--- config.mk ---
export PLATFORM = sky130hd
export DESIGN_NAME = multicycle_main_fsm
export DESIGN_NICKNAME = d
export VERILOG_FILES = /design/src/rtl/multicycle_main_fsm.sv
export SDC_FILE = /design/constraint.sdc
export NUM_CORES = 1
export LEC_CHECK = 0
export ABC_AREA = 0
export BUFFER_PORTS_ARGS = -buffer_cell sky130_fd_sc_hd__buf_2
export CORE_UTILIZATION = 25
export CTS_BUF_LIST = sky130_fd_sc_hd__clkbuf_8
export DETAILED_ROUTE_END_ITERATION = 12
export GPL_TIMING_DRIVEN = 0
export PLACE_DENSITY = 0.48
export SYNTH_ARGS = -nofsm -noshare
export SYNTH_HDL_FRONTEND = slang
export SYNTH_SLANG_ARGS = --single-unit
--- constraint.sdc ---
create_clock -name clk -period 2.3 [get_ports clk]
set_clock_uncertainty 0.15 [all_clocks]
set_input_delay 0.345 -clock clk [delete_from_list [all_inputs] [get_ports clk]]
set_output_delay 0.345 -clock clk [all_outputs]
set_load 0.05 [all_outputs]
--- src/rtl/multicycle_main_fsm.sv ---
// multicycle_main_fsm
//   Main control FSM for the multicycle MIPS datapath. Steps each instruction
//   through fetch/decode/execute/memory/writeback based on the 6-bit opcode,
//   drives all datapath mux selects and write enables, and stalls on the
//   memory-ready handshake. Moore outputs, except ir_write/pc_write in FETCH,
//   which are qualified by mem_ready.
//
// Ports:
//   clk        in   rising-edge clock
//   rst_n      in   synchronous reset, active low
//   opcode     in   [5:0] instr[31:26] from the instruction register
//   mem_ready  in   memory access completes this cycle
//   mem_write  out  data memory write enable
//   ir_write   out  instruction register load
//   reg_dst    out  1 = rd, 0 = rt
//   mem_to_reg out  1 = memory data for writeback
//   reg_write  out  register file write enable
//   alu_src_a  out  0 = PC, 1 = register A
//   alu_src_b  out  [1:0] 00 reg B, 01 const 4, 10 sign-ext imm, 11 imm<<2
//   alu_op     out  [1:0] 00 add, 01 sub, 10 use funct
//   pc_src     out  [1:0] 00 ALU result, 01 ALUOut, 10 jump target
//   iord       out  0 = PC address, 1 = ALUOut address
//   branch     out  beq branch qualifier
//   pc_write   out  unconditional PC load
//   state      out  [3:0] current state (debug)

module multicycle_main_fsm (
    input  logic       clk,
    input  logic       rst_n,
    input  logic [5:0] opcode,
    input  logic       mem_ready,
    output logic       mem_write,
    output logic       ir_write,
    output logic       reg_dst,
    output logic       mem_to_reg,
    output logic       reg_write,
    output logic       alu_src_a,
    output logic [1:0] alu_src_b,
    output logic [1:0] alu_op,
    output logic [1:0] pc_src,
    output logic       iord,
    output logic       branch,
    output logic       pc_write,
    output logic [3:0] state
);

    localparam logic [5:0] OP_RTYPE = 6'h00;
    localparam logic [5:0] OP_LW    = 6'h23;
    localparam logic [5:0] OP_SW    = 6'h2B;
    localparam logic [5:0] OP_BEQ   = 6'h04;
    localparam logic [5:0] OP_ADDI  = 6'h08;
    localparam logic [5:0] OP_J     = 6'h02;

    typedef enum logic [3:0] {
        S_FETCH   = 4'd0,
        S_DECODE  = 4'd1,
        S_MEMADR  = 4'd2,
        S_MEMRD   = 4'd3,
        S_MEMWB   = 4'd4,
        S_MEMWR   = 4'd5,
        S_EXECUTE = 4'd6,
        S_ALUWB   = 4'd7,
        S_BRANCH  = 4'd8,
        S_ADDIEX  = 4'd9,
        S_ADDIWB  = 4'd10,
        S_JUMP    = 4'd11
    } state_t;

    state_t r_state;
    state_t w_next;

    // State register
    always_ff @(posedge clk) begin
        if (!rst_n) begin
            r_state <= S_FETCH;
        end else begin
            r_state <= w_next;
        end
    end

    // Next-state logic
    always_comb begin
        w_next = S_FETCH;
        case (r_state)
            S_FETCH:   w_next = mem_ready ? S_DECODE : S_FETCH;
            S_DECODE: begin
                case (opcode)
                    OP_LW, OP_SW: w_next = S_MEMADR;
                    OP_RTYPE:     w_next = S_EXECUTE;
                    OP_BEQ:       w_next = S_BRANCH;
                    OP_ADDI:      w_next = S_ADDIEX;
                    OP_J:         w_next = S_JUMP;
                    default:      w_next = S_FETCH;  // unknown opcode dropped
                endcase
            end
            // IR is stable since FETCH, so only lw/sw can reach here
            S_MEMADR:  w_next = (opcode == OP_LW) ? S_MEMRD :
                                (opcode == OP_SW) ? S_MEMWR : S_FETCH;
            S_MEMRD:   w_next = mem_ready ? S_MEMWB : S_MEMRD;
            S_MEMWB:   w_next = S_FETCH;
            S_MEMWR:   w_next = mem_ready ? S_FETCH : S_MEMWR;
            S_EXECUTE: w_next = S_ALUWB;
            S_ALUWB:   w_next = S_FETCH;
            S_BRANCH:  w_next = S_FETCH;
            S_ADDIEX:  w_next = S_ADDIWB;
            S_ADDIWB:  w_next = S_FETCH;
            S_JUMP:    w_next = S_FETCH;
            default:   w_next = S_FETCH;
        endcase
    end

    // Output decode; everything held at 0 while reset is asserted
    always_comb begin
        mem_write  = 1'b0;
        ir_write   = 1'b0;
        reg_dst    = 1'b0;
        mem_to_reg = 1'b0;
        reg_write  = 1'b0;
        alu_src_a  = 1'b0;
        alu_src_b  = 2'b00;
        alu_op     = 2'b00;
        pc_src     = 2'b00;
        iord       = 1'b0;
        branch     = 1'b0;
        pc_write   = 1'b0;
        if (rst_n) begin
            case (r_state)
                S_FETCH: begin
                    alu_src_b = 2'b01;
                    ir_write  = mem_ready;
                    pc_write  = mem_ready;
                end
                S_DECODE: begin
                    alu_src_b = 2'b11;
                end
                S_MEMADR, S_ADDIEX: begin
                    alu_src_a = 1'b1;
                    alu_src_b = 2'b10;
                end
                S_MEMRD: begin
                    iord = 1'b1;
                end
                S_MEMWB: begin
                    mem_to_reg = 1'b1;
                    reg_write  = 1'b1;
                end
                S_MEMWR: begin
                    iord      = 1'b1;
                    mem_write = 1'b1;
                end
                S_EXECUTE: begin
                    alu_src_a = 1'b1;
                    alu_op    = 2'b10;
                end
                S_ALUWB: begin
                    reg_dst   = 1'b1;
                    reg_write = 1'b1;
                end
                S_BRANCH: begin
                    alu_src_a = 1'b1;
                    alu_op    = 2'b01;
                    pc_src    = 2'b01;
                    branch    = 1'b1;
                end
                S_ADDIWB: begin
                    reg_write = 1'b1;
                end
                S_JUMP: begin
                    pc_src   = 2'b10;
                    pc_write = 1'b1;
                end
                default: ;
            endcase
        end
    end

    assign state = r_state;

endmodule

==> impl_metrics.py, run 1 <==
metrics = {
    "outcome": {
        "status": "completed",
    },
    "pwr": {
        "p_per_area_nw_per_um2": 373,
        "p_comb_frac": 0.251,
        "ir_drop_uv": 278,
        "swShare": 0.281,
        "leakagePower_uw": 0.000350,
        "seqPwrFrac": 0.253,
        "clkPwrFrac": 0.496,
        "switching_power_uw": 81.5,
        "intPower_uw": 208,
    },
    "worst_setup_path": {
        "critPathLaunchType": "register",
        "slowest_stage": "or2_2",
        "end_kind": "primary output",
        "crit_fanout": 6,
        "criticalPathCategory": "register to primary output",
        "slowest_delay_ns": 0.35,
        "reg2reg_depth": 4,
        "crit_arrival_ns": 1.70,
        "path_common_cell": "or2_2",
        "required_ns": 1.80,
        "path_cells": "nand2b_1, or2_2, nor4b_4, or2_2, clkbuf_4",
    },
    "cts": {
        "cts_tree": "done",
        "cts.sinks": 4,
        "cts_buffer_depth": 2,
        "htreeDepth": 1,
        "root_buffer": "clkbuf_8",
        "clkLatencyLatePin_ns": 0.21,
        "clkSlewWorstSetupHoldPaths_ns": 0.03,
        "numCtsBuffers": 3,
    },
    "finish": {
        "final_cell_mix": "buf_2, nand2b_1, nand2_1",
        "multiInputGateArea_um2": 455,
        "finalNonFillerCells": 129,
        "finalNetCount": 115,
        "final_common_cell": "buf_2",
        "largest_reg_flops": 4,
        "area_delta_synth_final_pct": 52.2,
        "final_util": 0.427,
        "n_antenna_cell": 0,
        "fill_cells": 200,
        "final_layout_size_suffix_gt1_frac": 0.452,
        "seq_area_um2": 82.6,
    },
    "logic_synthesis": {
        "avgSynthCellArea_um2": 6.81,
        "ys_seq_area_frac": 0.157,
        "synth_fp_nets": 84,
        "syn_area_um2": 510,
        "synth-seq-cells": 4,
        "ys_types": 38,
        "yosysWarnings": 0,
        "synth_cells": 75,
    },
    "route": {
        "vias": 632,
        "via_per_inst": 4.90,
        "ant_nets": 0,
        "drc": 0,
        "routed_wl_um": 1490,
        "drt_iter0_markers": 7,
        "first_pass_iters": 3,
        "wl_per_cell_um": 11.6,
    },
    "timing": {
        "hold_violations": 0,
        "slew_viol_final": 0,
        "period_needed_ns": 2.19,
        "period_share": 0.952,
        "setup_viol_count_final": 0,
        "rsz0062_at_grt": "false",
        "worstMarginPinSlew_ns": 0.500,
        "fmax_ghz": 0.457,
        "maxSlewHeadroom": 0.663,
    },
    "worst_hold_path": {
        "hp-class": "primary input to register",
        "holdPathStages": 4,
    },
    "global_routing": {
        "antenna_found_initial": 0,
        "grt_usage": 0.150,
        "grt_pass1_vias": 498,
        "grt_start_max_net_pins": 18,
        "grt_pass1_wl_um": 2320,
        "overflow": 0,
    },
    "floorplan": {
        "die_width_um": 47.2,
        "fp.dieH_um": 47.2,
        "start_util": 0.280,
        "rows": 15,
        "dieArea_um2": 2230,
        "pin_count": 28,
        "core_area_um2": 1820,
    },
    "place": {
        "dpl.cell_count": 127,
        "portBuffers": 27,
        "dpl.hpwl_um": 1160,
        "gp_congestion": 0.793,
    },
    "run": {
        "drv_cap": 0,
    },
}
[power groups by stage]
stage          sequential, uW  clock, uW  combinational [uW]
2_1_floorplan            78.3          0                45.0
3_3_place_gp             74.0          0                72.0
3_5_place_dp             74.0          0                72.1
4_1_cts                  73.3        148                72.1
5_1_grt                  73.4        153                78.7
6_report                 73.3        144                72.8
[cell usage after synthesis]
library cell	instances	area (um^2)
a211oi_1	1	7.51
a21boi_0	1	7.51
a21oi_1	4	20.0
a22oi_1	1	7.51
a31oi_1	3	18.8
a32oi_1	1	8.76
and2_1	1	6.26
and2b_1	1	7.51
and3_1	1	6.26
and3b_1	1	8.76
and4b_1	1	10.0
buf_4	1	7.51
clkbuf_1	4	15.0
dfxtp_1	4	80.1
inv_1	1	3.75
mux2i_1	1	10.0
nand2_1	5	18.8
nand2b_1	5	31.3
nand3_1	3	15.0
nand3b_1	1	7.51
nor2_1	8	30.0
nor2b_1	4	25.0
nor3_1	2	10.0
nor3b_1	2	15.0
nor4_1	1	6.26
nor4b_1	1	8.76
nor4bb_1	1	10.0
o21ai_0	2	10.0
o22a_1	1	8.76
o22ai_1	1	6.26
o31a_1	1	8.76
o31ai_1	1	7.51
or2_0	1	6.26
or2_2	2	12.5
or3_1	3	18.8
or4_4	1	11.3
xnor2_1	1	8.76
xor2_1	1	8.76
[layout make-up]
| cell class | instances | area share |
|---|---|---|
| Multi-Input combinational cell | 65 | 0.586 |
| Tap cell | 25 | 0.0403 |
| Clock buffer | 3 | 0.0531 |
| Timing Repair Buffer | 27 | 0.177 |
| Inverter | 1 | 0.00483 |
| Buffer | 4 | 0.0322 |
| Sequential cell | 4 | 0.106 |
[path summary, 6_finish.rpt]
kind	startpoint	endpoint	slack, ns
max reg2reg	state[2]$_SDFF_PN0_	state[1]$_SDFF_PN0_	0.39
max	state[1]$_SDFF_PN0_	pc_write	0.11
min reg2reg	state[3]$_SDFF_PN0_	state[0]$_SDFF_PN0_	0.55
min	opcode[5]	state[3]$_SDFF_PN0_	0.35
[stage by stage]
stage	hold WS [ns]	setup slack, ns	TNS [ns]	power (uW)	instance area [um^2]
after floorplan	0.394	-0.368	-0.382	123	563
after global placement	0.582	0.130	0	146	729
after detailed placement	0.582	0.127	0	146	729
after CTS	0.361	0.0173	0	294	768
after global routing	0.380	0.00531	0	305	777
final	0.349	0.110	0	290	777
[metal layers]
metal	track usage	routed length, um
met2	0.203	592
met3	0.0462	93
met4	0.0514	19
met1	0.222	786
met5	0	0
[cells by family after synthesis]
kind of cell              count (synthesis)  share of synthesized area
and+or+nand+nor                          45                      0.520
xor gates and xnor gates                  2                     0.0343
muxes                                     1                     0.0196
AOI/OAI and AO/OA                        17                      0.218
DFF                                       4                      0.157
buffers and inverters                     6                     0.0515
[critical path, delay by kind of cell, from the launching register on]
| family | cells | cell delay (ns) |
|---|---|---|
| and+or+nand+nor | 4 | 0.92 |
| DFF | 1 | 0.34 |
| buffers and inverters | 1 | 0.21 |
[what timing repair did]
action,CTS,global route
gates resized for setup,1,8
cloned,0,0
buffers inserted,0,0
hold buffers,0,0
pin swaps,0,0
setup endpoints to repair,3,3
Note: power is estimated with default switching activity, not from simulation.
==> run 2, diff against run 1 <==
--- a/config.mk
+++ b/config.mk
@@ -11,7 +11,7 @@
 export CTS_BUF_LIST = sky130_fd_sc_hd__clkbuf_8
 export DETAILED_ROUTE_END_ITERATION = 12
 export GPL_TIMING_DRIVEN = 0
-export PLACE_DENSITY = 0.48
+export PLACE_DENSITY_LB_ADDON = 0.3
 export SYNTH_ARGS = -nofsm -noshare
 export SYNTH_HDL_FRONTEND = slang
 export SYNTH_SLANG_ARGS = --single-unit
==> impl_metrics.py, run 2 (synthesis gave the netlist of run 1 again) <==
metrics = {
    "timing": {
        "slew_viol_final": 0,
        "hold_violations": 0,
        "hold_ws_ns": 0.340,
        "rsz0062_at_grt": "false",
        "setup_viol_count_final": 0,
        "fmax_ghz": 0.454,
        "maxSlewHeadroom": 0.720,
        "period_needed_ns": 2.20,
        "fin_tns_setup_ns": 0,
        "period_share": 0.957,
        "worstMarginPinSlew_ns": 0.416,
    },
    "pwr": {
        "switching_power_uw": 80.5,
        "p_per_area_nw_per_um2": 373,
        "ir_drop_uv": 546,
        "intPower_uw": 208,
        "seqPwrFrac": 0.254,
        "swShare": 0.279,
        "clkPwrFrac": 0.496,
        "totalPowerFinal_uw": 289,
        "p_comb_frac": 0.250,
        "leakagePower_uw": 0.000351,
    },
    "finish": {
        "largest_reg_flops": 4,
        "finalNetCount": 115,
        "area_delta_synth_final_pct": 51.7,
        "fill_cells": 209,
        "final_cell_mix": "buf_2, nand2b_1, nand2_1",
        "n_antenna_cell": 0,
        "final_common_cell": "buf_2",
        "final_util": 0.425,
        "final_layout_size_suffix_gt1_frac": 0.452,
        "design_area_um2": 774,
    },
    "place": {
        "dpl.hpwl_um": 1150,
        "gp_congestion": 0.786,
        "place_area_um2": 729,
        "portBuffers": 27,
    },
    "global_routing": {
        "overflow": 0,
        "grt_start_max_net_pins": 18,
        "grt_usage": 0.143,
        "grt_pass1_wl_um": 2270,
        "antenna_found_initial": 0,
        "grt_pass1_vias": 532,
    },
    "floorplan": {
        "dieArea_um2": 2230,
        "fp.dieH_um": 47.2,
        "rows": 15,
        "die_width_um": 47.2,
        "start_util": 0.280,
        "pin_count": 28,
        "core_area_um2": 1820,
    },
    "worst_setup_path": {
        "critPathLaunchType": "register",
        "r2r_start": "state[2]$_SDFF_PN0_",
        "end_kind": "primary output",
        "slowest_delay_ns": 0.35,
        "crit_fanout": 6,
        "setup.worst_path.start": "state[1]$_SDFF_PN0_",
        "criticalPathCategory": "register to primary output",
        "slowest_stage": "or2_2",
        "path_cells": "nand2b_1, or2_2, nor4b_4, or2_2, clkbuf_4",
        "path_common_cell": "or2_2",
        "required_ns": 1.80,
        "crit_arrival_ns": 1.71,
    },
    "route": {
        "first_pass_iters": 4,
        "via_per_inst": 5.08,
        "vias": 655,
        "drc": 0,
        "drt_iter0_markers": 7,
        "routed_wl_um": 1470,
        "wl_per_cell_um": 11.4,
        "ant_nets": 0,
    },
    "worst_hold_path": {
        "hp-start": "opcode[0]",
        "hp-class": "primary input to register",
    },
    "outcome": {
        "status": "completed",
    },
    "cts": {
        "numCtsBuffers": 3,
        "cts_tree": "done",
        "htreeDepth": 1,
        "cts.sinks": 4,
        "cts_buffer_depth": 2,
        "root_buffer": "clkbuf_8",
        "clkLatencyLatePin_ns": 0.21,
        "postCtsSetupRepairBufs": 0,
        "clkSlewWorstSetupHoldPaths_ns": 0.03,
    },
    "run": {
        "drv_cap": 0,
    },
}
-- run 2: area by class of cell --
cell class / count / area, um^2 / area share
Sequential cell: 4 / 82.6 / 0.107
Timing Repair Buffer: 27 / 138 / 0.178
Buffer: 4 / 22.5 / 0.0291
Clock buffer: 3 / 41.3 / 0.0533
Tap cell: 25 / 31.3 / 0.0404
Multi-Input combinational cell: 65 / 455 / 0.588
Inverter: 1 / 3.75 / 0.00485
-- run 2: worst max-delay path: cells and delay by family, from the launching register on --
family / cells / cell delay (ns)
buffers and inverters: 1 / 0.21
flip-flops: 1 / 0.34
AND/OR/NAND/NOR: 4 / 0.94
-- run 2: power by group through the flow --
stage | registers [uW] | logic, uW | clock network [uW]
after global routing | 73.5 | 78.7 | 155
final | 73.4 | 72.3 | 143
after detailed placement | 74.2 | 71.8 | 0
after floorplan | 78.3 | 45.0 | 0
after global placement | 74.1 | 70.7 | 0
after CTS | 73.3 | 71.8 | 148
-- run 2: final timing paths --
| check | slack, ns | cells after the start | to |
|---|---|---|---|
| setup / recovery | 0.1 | 5 | pc_write |
| hold / removal | 0.34 | 4 | state[3]$_SDFF_PN0_ |
| setup reg to reg | 0.46 | 4 | state[1]$_SDFF_PN0_ |
| hold reg to reg | 0.53 | 2 | state[0]$_SDFF_PN0_ |
-- run 2: repair_timing --
| item | CTS | global route |
|---|---|---|
| endpoints found under the setup margin | 2 | 3 |
| hold buffers | 0 | 0 |
| resized for setup | 1 | 7 |
-- run 2: metrics by stage --
step	setup slack (ns)	cells
floorplan	-0.368	75
global placement	0.141	127
detailed placement	0.137	127
CTS	0.0381	129
global route	0.0268	129
finish	0.0987	129
-- run 2: metal layers --
metal  vias up  routed length [um]  track usage
li1        333                   -            -
met1       290                 697        0.180
met2        30                 654        0.242
met3         2                 115       0.0500
met4         0                   0       0.0171
met5         -                   0            0
